--- config.mk ---
export PLATFORM = sky130hd
export DESIGN_NAME = answer_unpack
export DESIGN_NICKNAME = d
export VERILOG_FILES = /design/src/rtl/ga_pkg.sv /design/src/rtl/answer_byte_check.sv /design/src/rtl/answer_unpack.sv
export SDC_FILE = /design/constraint.sdc
export NUM_CORES = 1
export LEC_CHECK = 0
export ABC_AREA = 1
export CAP_MARGIN = 40
export CORE_MARGIN = 5
export CORE_UTILIZATION = 43
export DETAILED_ROUTE_END_ITERATION = 8
export PLACE_DENSITY = 0.74
export SLEW_MARGIN = 20
export SYNTH_ARGS = -nofsm -noshare
export SYNTH_HDL_FRONTEND = slang
export SYNTH_SLANG_ARGS = --single-unit
export TNS_END_PERCENT = 10
--- constraint.sdc ---
create_clock -name clk -period 2 [get_ports clk]
set_input_delay 0.4 -clock clk [delete_from_list [all_inputs] [get_ports clk]]
set_output_delay 0.4 -clock clk [all_outputs]
set_load 0.01 [all_outputs]
--- src/rtl/ga_pkg.sv ---
// Shared GA constants and enums used by the answer packer and unpacker.
// The state and error encodings are fixed so the err_code port is stable.
package ga_pkg;
  localparam int NUM_CITIES = 30;
  localparam int CITY_W     = 5;
  localparam int BYTE_W     = 8;
  localparam int PATH_W     = NUM_CITIES * CITY_W;
  localparam int ANSWER_W   = 240;

  typedef enum logic [1:0] {
    ERR_NONE  = 2'd0,
    ERR_HIGH  = 2'd1,
    ERR_RANGE = 2'd2,
    ERR_DUP   = 2'd3
  } err_code_t;

  typedef enum logic [1:0] {
    COLLECT = 2'd0,
    FLUSH   = 2'd1,
    HOLD    = 2'd2
  } state_t;
endpackage

--- src/rtl/answer_byte_check.sv ---
// Combinational validation of one tour byte as a permutation element.
// The checks are prioritised: high bits, then range, then duplicate.
module answer_byte_check
  import ga_pkg::*;
#(
  parameter int NUM_CITIES = ga_pkg::NUM_CITIES,
  parameter int CITY_W     = ga_pkg::CITY_W,
  parameter int BYTE_W     = ga_pkg::BYTE_W
) (
  input  logic [BYTE_W-1:0]     byte_i,
  input  logic [NUM_CITIES-1:0] seen_i,
  output logic                  ok_o,
  output err_code_t             code_o
);

  logic [CITY_W-1:0] city;
  assign city = byte_i[CITY_W-1:0];

  always_comb begin
    code_o = ERR_NONE;
    if (|byte_i[BYTE_W-1:CITY_W]) begin
      code_o = ERR_HIGH;
    end else if (int'(city) >= NUM_CITIES) begin
      code_o = ERR_RANGE;
    end else if (seen_i[city]) begin
      code_o = ERR_DUP;
    end
    ok_o = (code_o == ERR_NONE);
  end

endmodule

--- src/rtl/answer_unpack.sv ---
// Byte-stream receiver that rebuilds a 150-bit population-slot path from a
// 30-byte tour, validating each byte and holding the result for the loader.
module answer_unpack
  import ga_pkg::*;
#(
  parameter int NUM_CITIES = ga_pkg::NUM_CITIES,
  parameter int CITY_W     = ga_pkg::CITY_W,
  parameter int BYTE_W     = ga_pkg::BYTE_W
) (
  input  logic                         clk,
  input  logic                         rst_n,
  input  logic [BYTE_W-1:0]            byte_in,
  input  logic                         byte_valid,
  output logic                         byte_ready,
  output logic [NUM_CITIES*CITY_W-1:0] path_out,
  output logic                         path_valid,
  input  logic                         path_ready,
  output logic                         path_err,
  output logic [1:0]                   err_code,
  output logic [CITY_W-1:0]            err_pos,
  output state_t                       dbg_state
);

  localparam int PW = NUM_CITIES * CITY_W;

  // Handshakes: a byte moves when byte_valid && byte_ready at a rising edge,
  // a path moves when path_valid && path_ready; ready/valid are state decodes.
  state_t                state_q, state_d;
  logic [CITY_W-1:0]     cnt_q, cnt_d;
  logic [NUM_CITIES-1:0] seen_q, seen_d;
  logic [PW-1:0]         path_q, path_d;
  logic                  err_q, err_d;
  err_code_t             code_q, code_d;
  logic [CITY_W-1:0]     pos_q, pos_d;

  logic                  chk_ok;
  err_code_t             chk_code;
  logic                  accept;
  logic                  last_byte;
  logic [CITY_W-1:0]     city;

  answer_byte_check #(
    .NUM_CITIES(NUM_CITIES),
    .CITY_W    (CITY_W),
    .BYTE_W    (BYTE_W)
  ) u_check (
    .byte_i (byte_in),
    .seen_i (seen_q),
    .ok_o   (chk_ok),
    .code_o (chk_code)
  );

  assign city      = byte_in[CITY_W-1:0];
  assign accept    = byte_valid && (state_q != HOLD);
  assign last_byte = (cnt_q == CITY_W'(NUM_CITIES - 1));

  always_comb begin
    state_d = state_q;
    cnt_d   = cnt_q;
    seen_d  = seen_q;
    path_d  = path_q;
    err_d   = err_q;
    code_d  = code_q;
    pos_d   = pos_q;
    case (state_q)
      COLLECT: begin
        if (accept) begin
          cnt_d = cnt_q + CITY_W'(1);
          // The previous path survives until the first byte of a new frame.
          if (cnt_q == '0) begin
            path_d = '0;
          end
          if (chk_ok) begin
            for (int k = 0; k < NUM_CITIES; k++) begin
              if (cnt_q == CITY_W'(k)) begin
                path_d[PW-1-k*CITY_W -: CITY_W] = city;
              end
            end
            seen_d[city] = 1'b1;
          end else begin
            err_d   = 1'b1;
            code_d  = chk_code;
            pos_d   = cnt_q;
            state_d = FLUSH;
          end
          if (last_byte) begin
            state_d = HOLD;
          end
        end
      end
      FLUSH: begin
        if (accept) begin
          cnt_d = cnt_q + CITY_W'(1);
          if (last_byte) begin
            state_d = HOLD;
          end
        end
      end
      HOLD: begin
        if (path_ready) begin
          state_d = COLLECT;
          cnt_d   = '0;
          seen_d  = '0;
          err_d   = 1'b0;
          code_d  = ERR_NONE;
          pos_d   = '0;
        end
      end
      default: begin
        state_d = COLLECT;
      end
    endcase
  end

  always_ff @(posedge clk or negedge rst_n) begin
    if (!rst_n) begin
      state_q <= COLLECT;
      cnt_q   <= '0;
      seen_q  <= '0;
      path_q  <= '0;
      err_q   <= 1'b0;
      code_q  <= ERR_NONE;
      pos_q   <= '0;
    end else begin
      state_q <= state_d;
      cnt_q   <= cnt_d;
      seen_q  <= seen_d;
      path_q  <= path_d;
      err_q   <= err_d;
      code_q  <= code_d;
      pos_q   <= pos_d;
    end
  end

  assign byte_ready = (state_q != HOLD);
  assign path_valid = (state_q == HOLD);
  assign path_out   = path_q;
  assign path_err   = err_q;
  assign err_code   = code_q;
  assign err_pos    = pos_q;
  assign dbg_state  = state_q;

endmodule

==> metrics.csv, run 1 <==
metric,value,unit
Pleak,9.83,nW
vias in the first global route,13247,
Layout Nets,2389,
period utilization,96.6,%
Final GP Congestion,0.879,
post-synth top area share,37.3,%
Post-DP HPWL,28.0,mm
drt total wl,43.9,mm
yosys warns,0,
Total Routing Usage GR,24.4,%
row count,64,
syn_nets,2196,
initial core utilization,43.2,%
Syn Inst Count,2179,
first-pass GRT wire length,68.1,mm
total power,0.0183,W
Synth area leader,dfrtp_1,
Worst Tran Pin Value,0.792,ns
synth top area cells,"dfrtp_1, nand2_1, nand3_1, o21ai_0, inv_1",
unrepaired setup endpoints after global routing,yes,
antenna violations before repair,0,
maximum clock rate,517,MHz
core box area,30300,µm²
# DRC,0,
syn_area_per_cell,6.01,µm²
CTS tree,built,
CP Capture Type,flip-flop,
DP Worst Slack,-0.719,ns
die area,34000,µm²
Die Y,185,µm
Critical Path Start Type,flip-flop,
min-delay worst type,primary input to asynchronous set/reset pin,
worst clock skew,0.0226,ns
"Seq/Total Area, Yosys",37.3,%
Vias,14475,
MaxCap Viol Count,0,
H-tree levels,4,
Detail Route Antenna Nets,0,
DRT iter0 DRCs,1236,
IO Port Bufs,173,
Sink Count,195,
final setup violation count,0,
synthesized flop and latch total,195,
critical path type,flip-flop to flip-flop,
"Req. time, crit path",2.38,ns
Area Overhead vs Synth,31.7,%
FF-to-FF setup slack,0.07,ns
num ports,174,
post-DR wirelength/cell,15.8,µm
post-layout worst setup margin,0.0676,ns
share of layout cells above drive strength 1,9.64,%
Final min period,1.93,ns
P per Cell Area,1060,nW/µm²
CTS max path bufs,2,
Layout fillers,2821,
Post-Synthesis Cell Area,13100,µm²
total gr overflow,0,
Clock Root Buffer,clkbuf_16,
# diodes,0,
clock buffer count from CTS,17,
1st-pass router iterations,6,
largest net degree at the start of global routing,72,
Yosys cell types,22,
Relative slew margins,47.0,%
die width,185,µm
"CTS clk-pin slew, worst paths",0.08,ns
Final Cell Area,17200,µm²
Worst Path Max Fanout,6,
WP data arrival,2.31,ns
vias per inst,5.20,
Final Max Tran Viols,0,
worst-skew pair later-pin latency,0.46,ns
Fin. Hold Viols,0,
Post-DP Area,15900,µm²
Worst VDD drop,0.666,mV
Final Util,56.8,%
run status,"finished, final reports clean",
final cells by class:
class	count	area, µm²	area share, %
clock buffer	20	457	2.65
sequential	195	4880	28.3
inverter	175	669	3.88
multi-input combinational	1667	7090	41.1
clock inverter	12	109	0.631
tap	396	495	2.87
timing repair buffer	316	3540	20.5
logic make-up (layout without fill, tap and decap cells):
group | after synthesis | count (layout) | synth area share, %
flops | 195 | 195 | 37.3
buf+inv | 318 | 523 | 10.3
fa+ha+maj | 5 | 5 | 0.478
simple gates | 1470 | 1471 | 44.6
compound gates | 191 | 191 | 7.32
registers in the layout, indices dropped and copies added (netlist names), named ones only:
name and cells:
cnt_q 5, err_pos 5, err_code 2, path_err 1, dbg_state 2, path_out 145, seen_q 30
worst max-delay path: stages, from the launching register on:
cell and delay [ns]:
dfrtp_1 0.41, nand2_1 0.08, nand2_1 0.05, nand2_1 0.05, nand2_1 0.06, nand2_1 0.06
nand2_1 0.06, nor2_2 0.16, nand2_2 0.09, nor2_4 0.12, buf_12 0.16, buf_12 0.15
clkbuf_16 0.15, nand3_1 0.08, nand2_1 0.09, nand2_1 0.05, nand2_1 0.05
through the flow:
| step | hold slack, ns | instances | setup TNS [ns] |
|---|---|---|---|
| 2_1_floorplan | 0.104 | 2179 | 0 |
| 3_3_place_gp | 0.337 | 2719 | -106.81 |
| 3_5_place_dp | 0.337 | 2719 | -120.63 |
| 4_1_cts | 0.432 | 2752 | 0 |
| 5_1_grt | 0.436 | 2781 | -3.49 |
| 6_report | 0.418 | 2781 | 0 |
repair_timing:
action	4_1_cts	5_1_grt
gates resized for setup	18	67
endpoints found under the setup margin	191	190
setup buffers	0	11
hold buffers	1	0
cloned	0	18
pin swaps	1	31
hold endpoints to repair	24	0
final timing paths:
kind	endpoint	from	cells past startpoint
min in group clk	flip-flop	byte_in[0]	4
max	path_out[13]$_DFFE_PN0P_	seen_q[15]$_DFFE_PN0P_	16
min	path_out[90]$_DFFE_PN0P_	rst_n	2
max in group asynchronous	path_out[75]$_DFFE_PN0P_	rst_n	3
max reg2reg	path_out[13]$_DFFE_PN0P_	seen_q[15]$_DFFE_PN0P_	16
min reg2reg	seen_q[0]$_DFFE_PN0P_	seen_q[0]$_DFFE_PN0P_	2
report_power, final:
group,total [W],switching [W],internal (W)
Combinational,0.00899,0.00505,0.00394
Sequential,0.00582,0.000907,0.00491
Clock,0.00346,0.00175,0.00171
metal layers:
metal | part of all wire [%] | GRT usage, % | up-vias
met3 | 7.6 | 3.97 | 81
li1 | - | - | 7114
met2 | 46 | 39.8 | 563
met1 | 43 | 33.3 | 6717
met4 | 2.7 | 8.02 | 0
met5 | 0 | 0 | -
synthesized netlist by cell type:
library cell  count
a21oi_1          39
nor2_2            1
o22ai_1           2
ha_1              5
inv_1           169
o21ai_1           5
nand2_1        1183
buf_2            47
nor3_1            8
clkbuf_1         69
nand3_1         211
nor3_2            2
nand2_2           1
nand4_1          10
inv_2             6
nor2_4            1
dfrtp_1         195
nor2_1           53
buf_6             9
buf_1             9
buf_4             9
o21ai_0         145
cell usage in the layout, fill, tap and decap left out, types with 4 or more instances in the layout:
master           synthesis  routed
nand3_2                  0      17
inv_6                    0       5
nand2_1               1183    1177
inv_8                    0       4
nand4_1                 10      10
o21ai_1                  5      11
nor2_4                   1       6
o21ai_0                145     139
clkdlybuf4s50_1          0     164
nand2_2                  1       6
inv_2                    6       5
nor2_1                  53      45
nor3_4                   0       4
nor2_2                   1       4
dfrtp_1                195     195
nand3_1                211     193
buf_6                    9       5
buf_4                    9      85
a21oi_1                 39      39
inv_1                  169     167
clkbuf_16                0      33
buf_12                   0      32
Note: power is estimated with default switching activity, not from simulation.
==> run 2, diff against run 1 <==
- CORE_UTILIZATION: 43 -> 30
- PLACE_DENSITY: 0.74 -> 0.58
==> run 2 against run 1 <==
  * Core utilization is 17 points lower
  * Final cell count grew 6.6%
  * Non-clock buffer count decreased by 3
  * Largest cell class unchanged
  * Largest power group unchanged
  * Highest routed layer is now met5
==> metrics.csv, run 2 (synthesis results as in run 1) <==
metric,value,unit
run status,"finished, final reports clean",
"most common cell after layout, fill and taps aside",nand2_1,
antenna violations before repair,2,
routing usage on met1,25.7,%
total power,0.0182,W
min-delay src,byte_in[0],
# diodes,0,
Worst Tran Pin Value,0.755,ns
WHS Path Cells,4,
Layout fillers,4559,
clock buffer count from CTS,17,
Clock Root Buffer,clkbuf_16,
P per Cell Area,1060,nW/µm²
CTS max path bufs,2,
num ports,174,
"CTS clk-pin slew, worst paths",0.07,ns
DP Worst Slack,-0.870,ns
Reg2Reg Depth,10,
worst flop-to-flop path startpoint,cnt_q[2]$_DFFE_PN0P_,
Die Y,219,µm
Vias,14117,
critical path type,flip-flop to primary output,
Final Max Tran Viols,0,
die area,47900,µm²
MaxCap Viol Count,0,
share of layout cells above drive strength 1,9.16,%
Fin. Hold Viols,0,
post-layout worst setup margin,0.0718,ns
Detail Route Antenna Nets,0,
period utilization,96.4,%
Sink Count,195,
Post-DP HPWL,31.2,mm
CP Capture Type,primary output,
Worst VDD drop,0.653,mV
WP data arrival,1.53,ns
core box area,43200,µm²
vias per inst,4.76,
unrepaired setup endpoints after global routing,yes,
Critical Path Start Type,flip-flop,
worst clock skew,0.0112,ns
post-DR wirelength/cell,15.7,µm
initial core utilization,30.3,%
H-tree levels,4,
met2 Track Usage GR,31.7,%
Final Util,39.8,%
Relative slew margins,49.5,%
total gr overflow,0,
worst-skew pair later-pin latency,0.46,ns
Worst Path Max Fanout,4,
met3 usage,3.20,%
drt total wl,46.6,mm
Final Non-Filler Cells,2965,
min-delay worst type,primary input to flip-flop,
vias in the first global route,13239,
Final min period,1.93,ns
Final GP Congestion,0.841,
maximum clock rate,519,MHz
largest net degree at the start of global routing,84,
first-pass GRT wire length,73.5,mm
IO Port Bufs,173,
Pleak,9.69,nW
Total Routing Usage GR,19.1,%
Area Overhead vs Synth,31.4,%
max reg flops,145,
# DRC,0,
crit path from,dbg_state[1]$_DFFE_PN0P_,
Layout Nets,2385,
die width,219,µm
DRT iter0 DRCs,1206,
dpl cells,2920,
"Req. time, crit path",1.60,ns
1st-pass router iterations,5,
Most Crowded Layer GR,met2,
row count,76,
CTS tree,built,
"leading cell types in the layout, fill and taps excluded","nand2_1, nand3_1, dfrtp_1",
final setup violation count,0,
run 2: changes by cell type in the layout (fill, tap and decap cells not counted), sizes merged:
| cell | delta |
|---|---|
| clkbuf | -17 |
| buf | +11 |
| inv | -5 |
| clkinv | +4 |
| bufinv | +3 |
| clkinvlp | -2 |
| dlygate4sd2 | +2 |
| clkdlybuf4s50 | +1 |
| dlymetal6s2s | -1 |
| nand2 | -1 |
run 2: stage by stage:
step                cell area, µm²  hold slack (ns)  TNS, ns
finish                       17200            0.443        0
global route                 17200            0.454   -0.265
CTS                          17000            0.485  -0.0199
detailed placement           16300            0.440  -155.49
global placement             16300            0.438  -141.68
floorplan                    13100            0.104        0
run 2: cell type report:
cell class	instances	area, µm²	share of cell area, %
repair buffers	313	3290	19.1
inverters	175	667	3.88
clock inverters	12	153	0.887
clock buffers	19	453	2.63
flip-flops and latches	195	4880	28.4
well taps	585	732	4.25
multi-input cells	1666	7020	40.8
run 2: final timing paths:
path,end,slack [ns]
max,path_valid,0.07
min,flip-flop,0.44
max reg2reg,path_out[92]$_DFFE_PN0P_,0.11
min reg2reg,seen_q[28]$_DFFE_PN0P_,0.48
max in group asynchronous,err_pos[3]$_DFFE_PN0P_,0.83
min in group asynchronous,seen_q[4]$_DFFE_PN0P_,0.50
run 2: critical path, stage by stage, from the launching register on:
cell and delay, ns:
dfrtp_1 0.40, inv_1 0.10, nor2_2 0.14, buf_4 0.16
dlygate4sd2_1 0.27
run 2: routing by layer:
metal | vias to the layer above | part of all wire [%] | routed length, µm
met5 | - | 0.043 | 20
met4 | 2 | 1.6 | 730
met3 | 40 | 5.7 | 2640
met2 | 371 | 48 | 22200
met1 | 6609 | 45 | 21000
li1 | 7095 | - | -
run 2: where the power goes:
group	leakage, nW	switching [W]	total [W]	internal, W
combinational	6.72	0.00494	0.00861	0.00368
clock	0.300	0.00168	0.00372	0.00203
sequential	2.67	0.000928	0.00584	0.00491
run 2: what timing repair did:
| item | CTS | global route |
|---|---|---|
| buffers inserted | 3 | 8 |
| cloned | 0 | 2 |
| hold buffers | 1 | 0 |
| setup endpoints to repair | 192 | 190 |
| pin swaps | 1 | 1 |
| endpoints found under the hold margin | 46 | 0 |
| gates resized for setup | 19 | 40 |
==> run 3, diff against run 2 <==
- ABC_AREA: 1 -> not set
- PLACE_DENSITY: 0.58 -> not set
==> run 3 against run 2 <==
  * The run now ends with setup timing left
  * Synthesized area fell by 35%
  * Clock power fell by 2%
  * Via count fell by 48%
  * Critical endpoint is now path_out[119]$_DFFE_PN0P_
==> metrics.csv, run 3 <==
metric,value,unit
Layout fillers,2620,
Yosys cell types,54,
syn_nets,787,
cell chain of the critical path,mux4_2 -> or2_4 -> a32oi_4 -> and3_4 -> buf_12 -> buf_4 -> a31oi_4 -> a22o_1,
Post-synth EDFFs,0,
row count,61,
maximum clock rate,412,MHz
Final Cell Area,12600,µm²
Critical Path Start Type,flip-flop,
Total Routing Usage GR,17.6,%
area of the multi-input gates,3670,µm²
flip-flop and latch area,4880,µm²
Worst path slowest cell,mux4_2,
min-delay worst type,primary input to asynchronous set/reset pin,
core box area,27900,µm²
vias in the first global route,7347,
CP peak stage delay,0.48,ns
first-pass GRT wire length,43.5,mm
Post-Synthesis Cell Area,8530,µm²
Worst Tran Pin Value,0.493,ns
drt total wl,28.3,mm
# DRC,0,
Synth area leader,dfrtp_1,
# diodes,0,
WP data arrival,2.75,ns
failing checks,setup timing,
DP Worst Slack,-1.20,ns
Clock Root Buffer,clkbuf_16,
"CP delay by family, top",compound AO/OA/AOI/OAI gates,
share of layout cells above drive strength 1,22.0,%
Worst Path Max Fanout,7,
MaxCap Viol Count,0,
Fin. Hold Viols,0,
"Req. time, crit path",2.33,ns
Relative slew margins,67.1,%
syn_area_per_cell,11.1,µm²
Area Overhead vs Synth,48.3,%
largest net degree at the start of global routing,69,
worst-skew pair later-pin latency,0.44,ns
ys async rst share,100,%
max reg flops,145,
initial core utilization,30.5,%
RR Endpoint,path_out[119]$_DFFE_PN0P_,
Final Max Tran Viols,0,
CTS tree,built,
synthesized flop and latch total,195,
Syn Inst Count,770,
post-DR wirelength/cell,19.7,µm
post-layout worst setup margin,-0.425,ns
sw frac,30.1,%
vias per inst,5.13,
Pleak,5.50,nW
Clk pwr share,36.4,%
DRT iter0 DRCs,535,
H-tree levels,4,
Final GP Congestion,0.833,
Layout Nets,1059,
Final Util,45.3,%
hold slack final,0.452,ns
IO Port Bufs,173,
Reg2Reg Depth,8,
Post-DP HPWL,20.2,mm
cell with the most instances after synthesis,dfrtp_1,
"most common cell after layout, fill and taps aside",dfrtp_1,
Comb pwr share,20.3,%
part of the power in registers,43.3,%
yosys warns,0,
Synth Flop Type,dfrtp_1,
final setup violation count,189,
"Seq/Total Area, Yosys",57.2,%
crit path buf inv count,2,
Detail Route Antenna Nets,0,
Sink Count,195,
die width,179,µm
Setup TNS,-66.86,ns
Power Internal,0.00702,W
Vias,7348,
die area,31900,µm²
clock buffer count from CTS,17,
num ports,174,
"leading cell types in the layout, fill and taps excluded","dfrtp_1, clkdlybuf4s50_1, nand2_1",
critical path type,flip-flop to flip-flop,
Post-DP Area,11600,µm²
Final min period,2.42,ns
FF-to-FF setup slack,-0.42,ns
CTS max path bufs,2,
P per Cell Area,795,nW/µm²
Worst VDD drop,0.476,mV
CP Capture Type,flip-flop,
synth top area cells,"dfrtp_1, a22o_1, nand2_1, o21ai_0, mux2i_1",
post-synth top area share,57.2,%
run status,finished with violations,
1st-pass router iterations,7,
total gr overflow,0,
antenna violations before repair,1,
worst clock skew,0.0142,ns
Die Y,179,µm
period utilization,121,%
Net Switching,0.00303,W
"CTS clk-pin slew, worst paths",0.07,ns
unrepaired setup endpoints after global routing,yes,
top cells by instance count after synthesis,"dfrtp_1, nand2_1, a22o_1, o21ai_0, nand3_1",
worst flop-to-flop path startpoint,seen_q[7]$_DFFE_PN0P_,
## run 3: cell type report
class                      count  share of cell area [%]
clock buffer                  17                    3.36
clock inverter                15                    1.55
inverter                      12                   0.356
multi-input combinational    506                    29.0
sequential                   195                    38.6
tap                          378                    3.74
timing repair buffer         310                    23.4
## run 3: cell families (layout without fill, tap and decap cells)
group / after synthesis / after routing / synth area share (%)
AO/OA/AOI/OAI: 204 / 204 / 17.9
XOR/XNOR: 2 / 2 / 0.205
adder cells (fa/ha/maj): 5 / 5 / 0.734
buffers and inverters: 70 / 354 / 3.90
flip-flops: 195 / 195 / 57.2
multiplexers: 36 / 36 / 4.84
AND/OR/NAND/NOR: 258 / 259 / 15.1
## run 3: how the worst max path moves through the flow
stage / start / endpoint / slack [ns] / depth (start not counted)
after floorplan: byte_in[0] / path_out[45]$_DFFE_PN0P_ / -0.45 / 9
after global placement: byte_in[0] / path_out[80]$_DFFE_PN0P_ / -1.14 / 9
after detailed placement: byte_in[0] / path_out[84]$_DFFE_PN0P_ / -1.20 / 9
after CTS: seen_q[7]$_DFFE_PN0P_ / path_out[74]$_DFFE_PN0P_ / -0.45 / 8
after global routing: seen_q[7]$_DFFE_PN0P_ / path_out[63]$_DFFE_PN0P_ / -0.53 / 8
final: seen_q[7]$_DFFE_PN0P_ / path_out[119]$_DFFE_PN0P_ / -0.42 / 8
## run 3: metal layers
metal  up-vias  track usage, %  routed length, µm
met2       247            27.3              13100
met5         -               0                 13
li1       3361               -                  -
met4         2            3.93                413
met3        26            3.96               1710
met1      3712            25.1              13000
## run 3: per-stage QoR
step | total power, W | std cells
after floorplan | 0.00534 | 770
after global placement | 0.00630 | 1392
after detailed placement | 0.00632 | 1392
after CTS | 0.0101 | 1432
after global routing | 0.0105 | 1433
final | 0.0101 | 1433
## run 3: timing repair
| action | CTS | global route |
|---|---|---|
| hold endpoints to repair | 39 | 0 |
| hold buffers | 1 | 0 |
| gates cloned | 2 | 0 |
| buffers inserted | 5 | 4 |
| setup endpoints to repair | 191 | 189 |
| resized for setup | 77 | 40 |
| pin swaps | 42 | 21 |
## run 3: power by group through the flow
stage	logic [W]	registers (W)	clock network, W
after global routing	0.00222	0.00438	0.00388
after floorplan	0.000897	0.00444	0
after CTS	0.00199	0.00435	0.00374
after detailed placement	0.00190	0.00442	0
after global placement	0.00188	0.00442	0
final	0.00204	0.00436	0.00366
## run 3: worst register-to-register path, cell delays in order (launching register included)
cell and delay [ns]:
dfrtp_1 0.39, mux4_2 0.48, or2_4 0.25, a32oi_4 0.26, and3_4 0.31, buf_12 0.14, buf_4 0.16, a31oi_4 0.12
a22o_1 0.21
==> patch: new RTL, settings of run 1 <==
Change the package constant `NUM_CITIES` from 30 to 15.
--- a/src/rtl/ga_pkg.sv
+++ b/src/rtl/ga_pkg.sv
@@ -2,5 +2,5 @@
 // The state and error encodings are fixed so the err_code port is stable.
 package ga_pkg;
-  localparam int NUM_CITIES = 30;
+  localparam int NUM_CITIES = 15;
   localparam int CITY_W     = 5;
   localparam int BYTE_W     = 8;
Interface: changed (resized path_out); port bits go from 174 to 99. No check against the original RTL was run, so the function may have changed too.
==> patch against run 1 <==
Global-route usage down 2.3 points. Hold slack improved by 0.067 ns. Worst setup slack improved by 0.0062 ns. Synthesized area is 47% lower. Maximum frequency up 0.32%. Design area is 46% lower. Cell count down 47%. Routed wire length fell by 50%. Clock skew is 0.013 ns lower. Clock power fell by 38%. Power is 31% lower. Sequential cell count is 90 lower. Critical path type unchanged. Critical endpoint is now path_out[30]$_DFFE_PN0P_.
==> patch: results (changes against run 1) <==
outcome: "finished, final reports clean"
slew_headroom_pct: 65.1  # +18 points
gp_congestion: 0.877  # -0.20%
internal-power_mw: 7.29  # -31%
clockRootBuffer: "clkbuf_16"
htree_levels: 3  # -1
dr.pass1.iters: 5  # -1
synthDistinctLibCells: 22  # unchanged
multi_input_area_share_pct: 39.7  # -1.5 points
drt_iter0_markers: 772  # -38%
fill_cells: 1486  # -47%
cts.repair.resized: 3  # -15
seqPwrFrac_pct: 29.3  # -2.5 points
fin_nets: 1260  # -47%
wirelength_um: 22200  # -50%
antenna_found_initial: 0  # unchanged
buffers: 180  # -43%
vdd_drop_max_uv: 735  # +10%
vias: 7706  # -47%
clkbuf_count: 10  # -50%
multi_input_cells: 847  # -49%
crit_fanout: 19  # +13
dpl_cell_area_um2: 8590  # -46%
cp.arrival_ns: 2.18  # -0.13 ns
synth.avg_cell_area_um2: 6.22  # +3.5%
seq_share_pct: 28.0  # -0.31 points
worstSkewPairLatency_ns: 0.36  # -0.10 ns
synth_seq_area_share_pct: 37.7  # +0.42 points
p_leak_nw: 4.70  # -52%
io_buffers: 98  # -43%
synth_flop_cell: "dfrtp_1"
clkTransAtPathRegs_ns: 0.08  # about the same
grt_pass1_wl_um: 33800  # -50%
final_antenna_net_count: 0  # unchanged
grt_max_degree: 68  # -5.6%
hpwl_um: 13400  # -52%
area_growth_pct: 34.6
ys_ff_latch: 105  # -46%
track_usage_pct: 22.1  # -2.3 points
reg2reg_depth: 12  # -4
min_path_type: "reg2reg"
inv_count: 101  # -42%
clock_area_share_pct: 3.75  # +0.47 points
slowest_delay_ns: 0.47  # +0.06 ns
cts_buffers: 9  # -8
synth_common_cells: "nand2_1, dfrtp_1, inv_1"
yosys-top-cells-area: "dfrtp_1, nand2_1, nand4_1"
layout-drive-gt1-share_pct: 9.21  # -0.44 points
syn-num-nets: 1137  # -48%
grt_pass1_vias: 6857  # -48%
buffer_area_share_pct: 21.7  # +1.2 points
fin_worst_skew_ns: 0.00918  # -0.0134 ns
largest_reg_flops: 70  # -52%
patch: cells by family (layout without fill, tap and decap cells):
kind of cell / Yosys count / after routing / share of synthesized area [%]
adders and majority gates: 4 / 4 / 0.718
and+or+nand+nor: 742 / 743 / 44.1
DFF: 105 / 105 / 37.7
AOI/OAI and AO/OA: 100 / 100 / 7.25
buffers and inverters: 170 / 297 / 10.3
patch: power groups by stage:
stage	Combinational [mW]	Clock, mW	Sequential (mW)
2_1_floorplan	3.38	0	3.89
3_3_place_gp	6.23	0	3.72
3_5_place_dp	6.35	0	3.72
4_1_cts	6.40	2.15	3.69
5_1_grt	7.58	2.24	3.82
6_report	6.81	2.13	3.70
patch: metal layers:
layer	global-route usage [%]	wire, µm
met1	30.4	9680
met2	35.9	10300
met3	3.18	1610
met4	7.48	571
met5	0	0
patch: worst paths after layout:
path,start,to,slack (ns)
min,err_pos[4]$_DFFE_PN0P_,err_pos[4]$_DFFE_PN0P_,0.49
max,cnt_q[3]$_DFFE_PN0P_,path_out[30]$_DFFE_PN0P_,0.07
max reg2reg,cnt_q[3]$_DFFE_PN0P_,path_out[30]$_DFFE_PN0P_,0.07
min in group asynchronous,rst_n,path_out[44]$_DFFE_PN0P_,0.50
min reg2reg,err_pos[4]$_DFFE_PN0P_,err_pos[4]$_DFFE_PN0P_,0.49
max in group asynchronous,rst_n,seen_q[2]$_DFFE_PN0P_,0.80
patch: per-stage QoR:
stage               worst slack, ns  std cells
finish                       0.0738       1465
global route                -0.0225       1465
CTS                          0.0212       1446
detailed placement           -0.362       1429
global placement             -0.310       1429
floorplan                     0.147       1121
patch: worst max-delay path, delay by kind of cell (launching register included):
family / cells / cell delay [ns]
compound gates: 1 / 0.09
buf+inv: 3 / 0.40
flops: 1 / 0.47
simple gates: 8 / 0.85
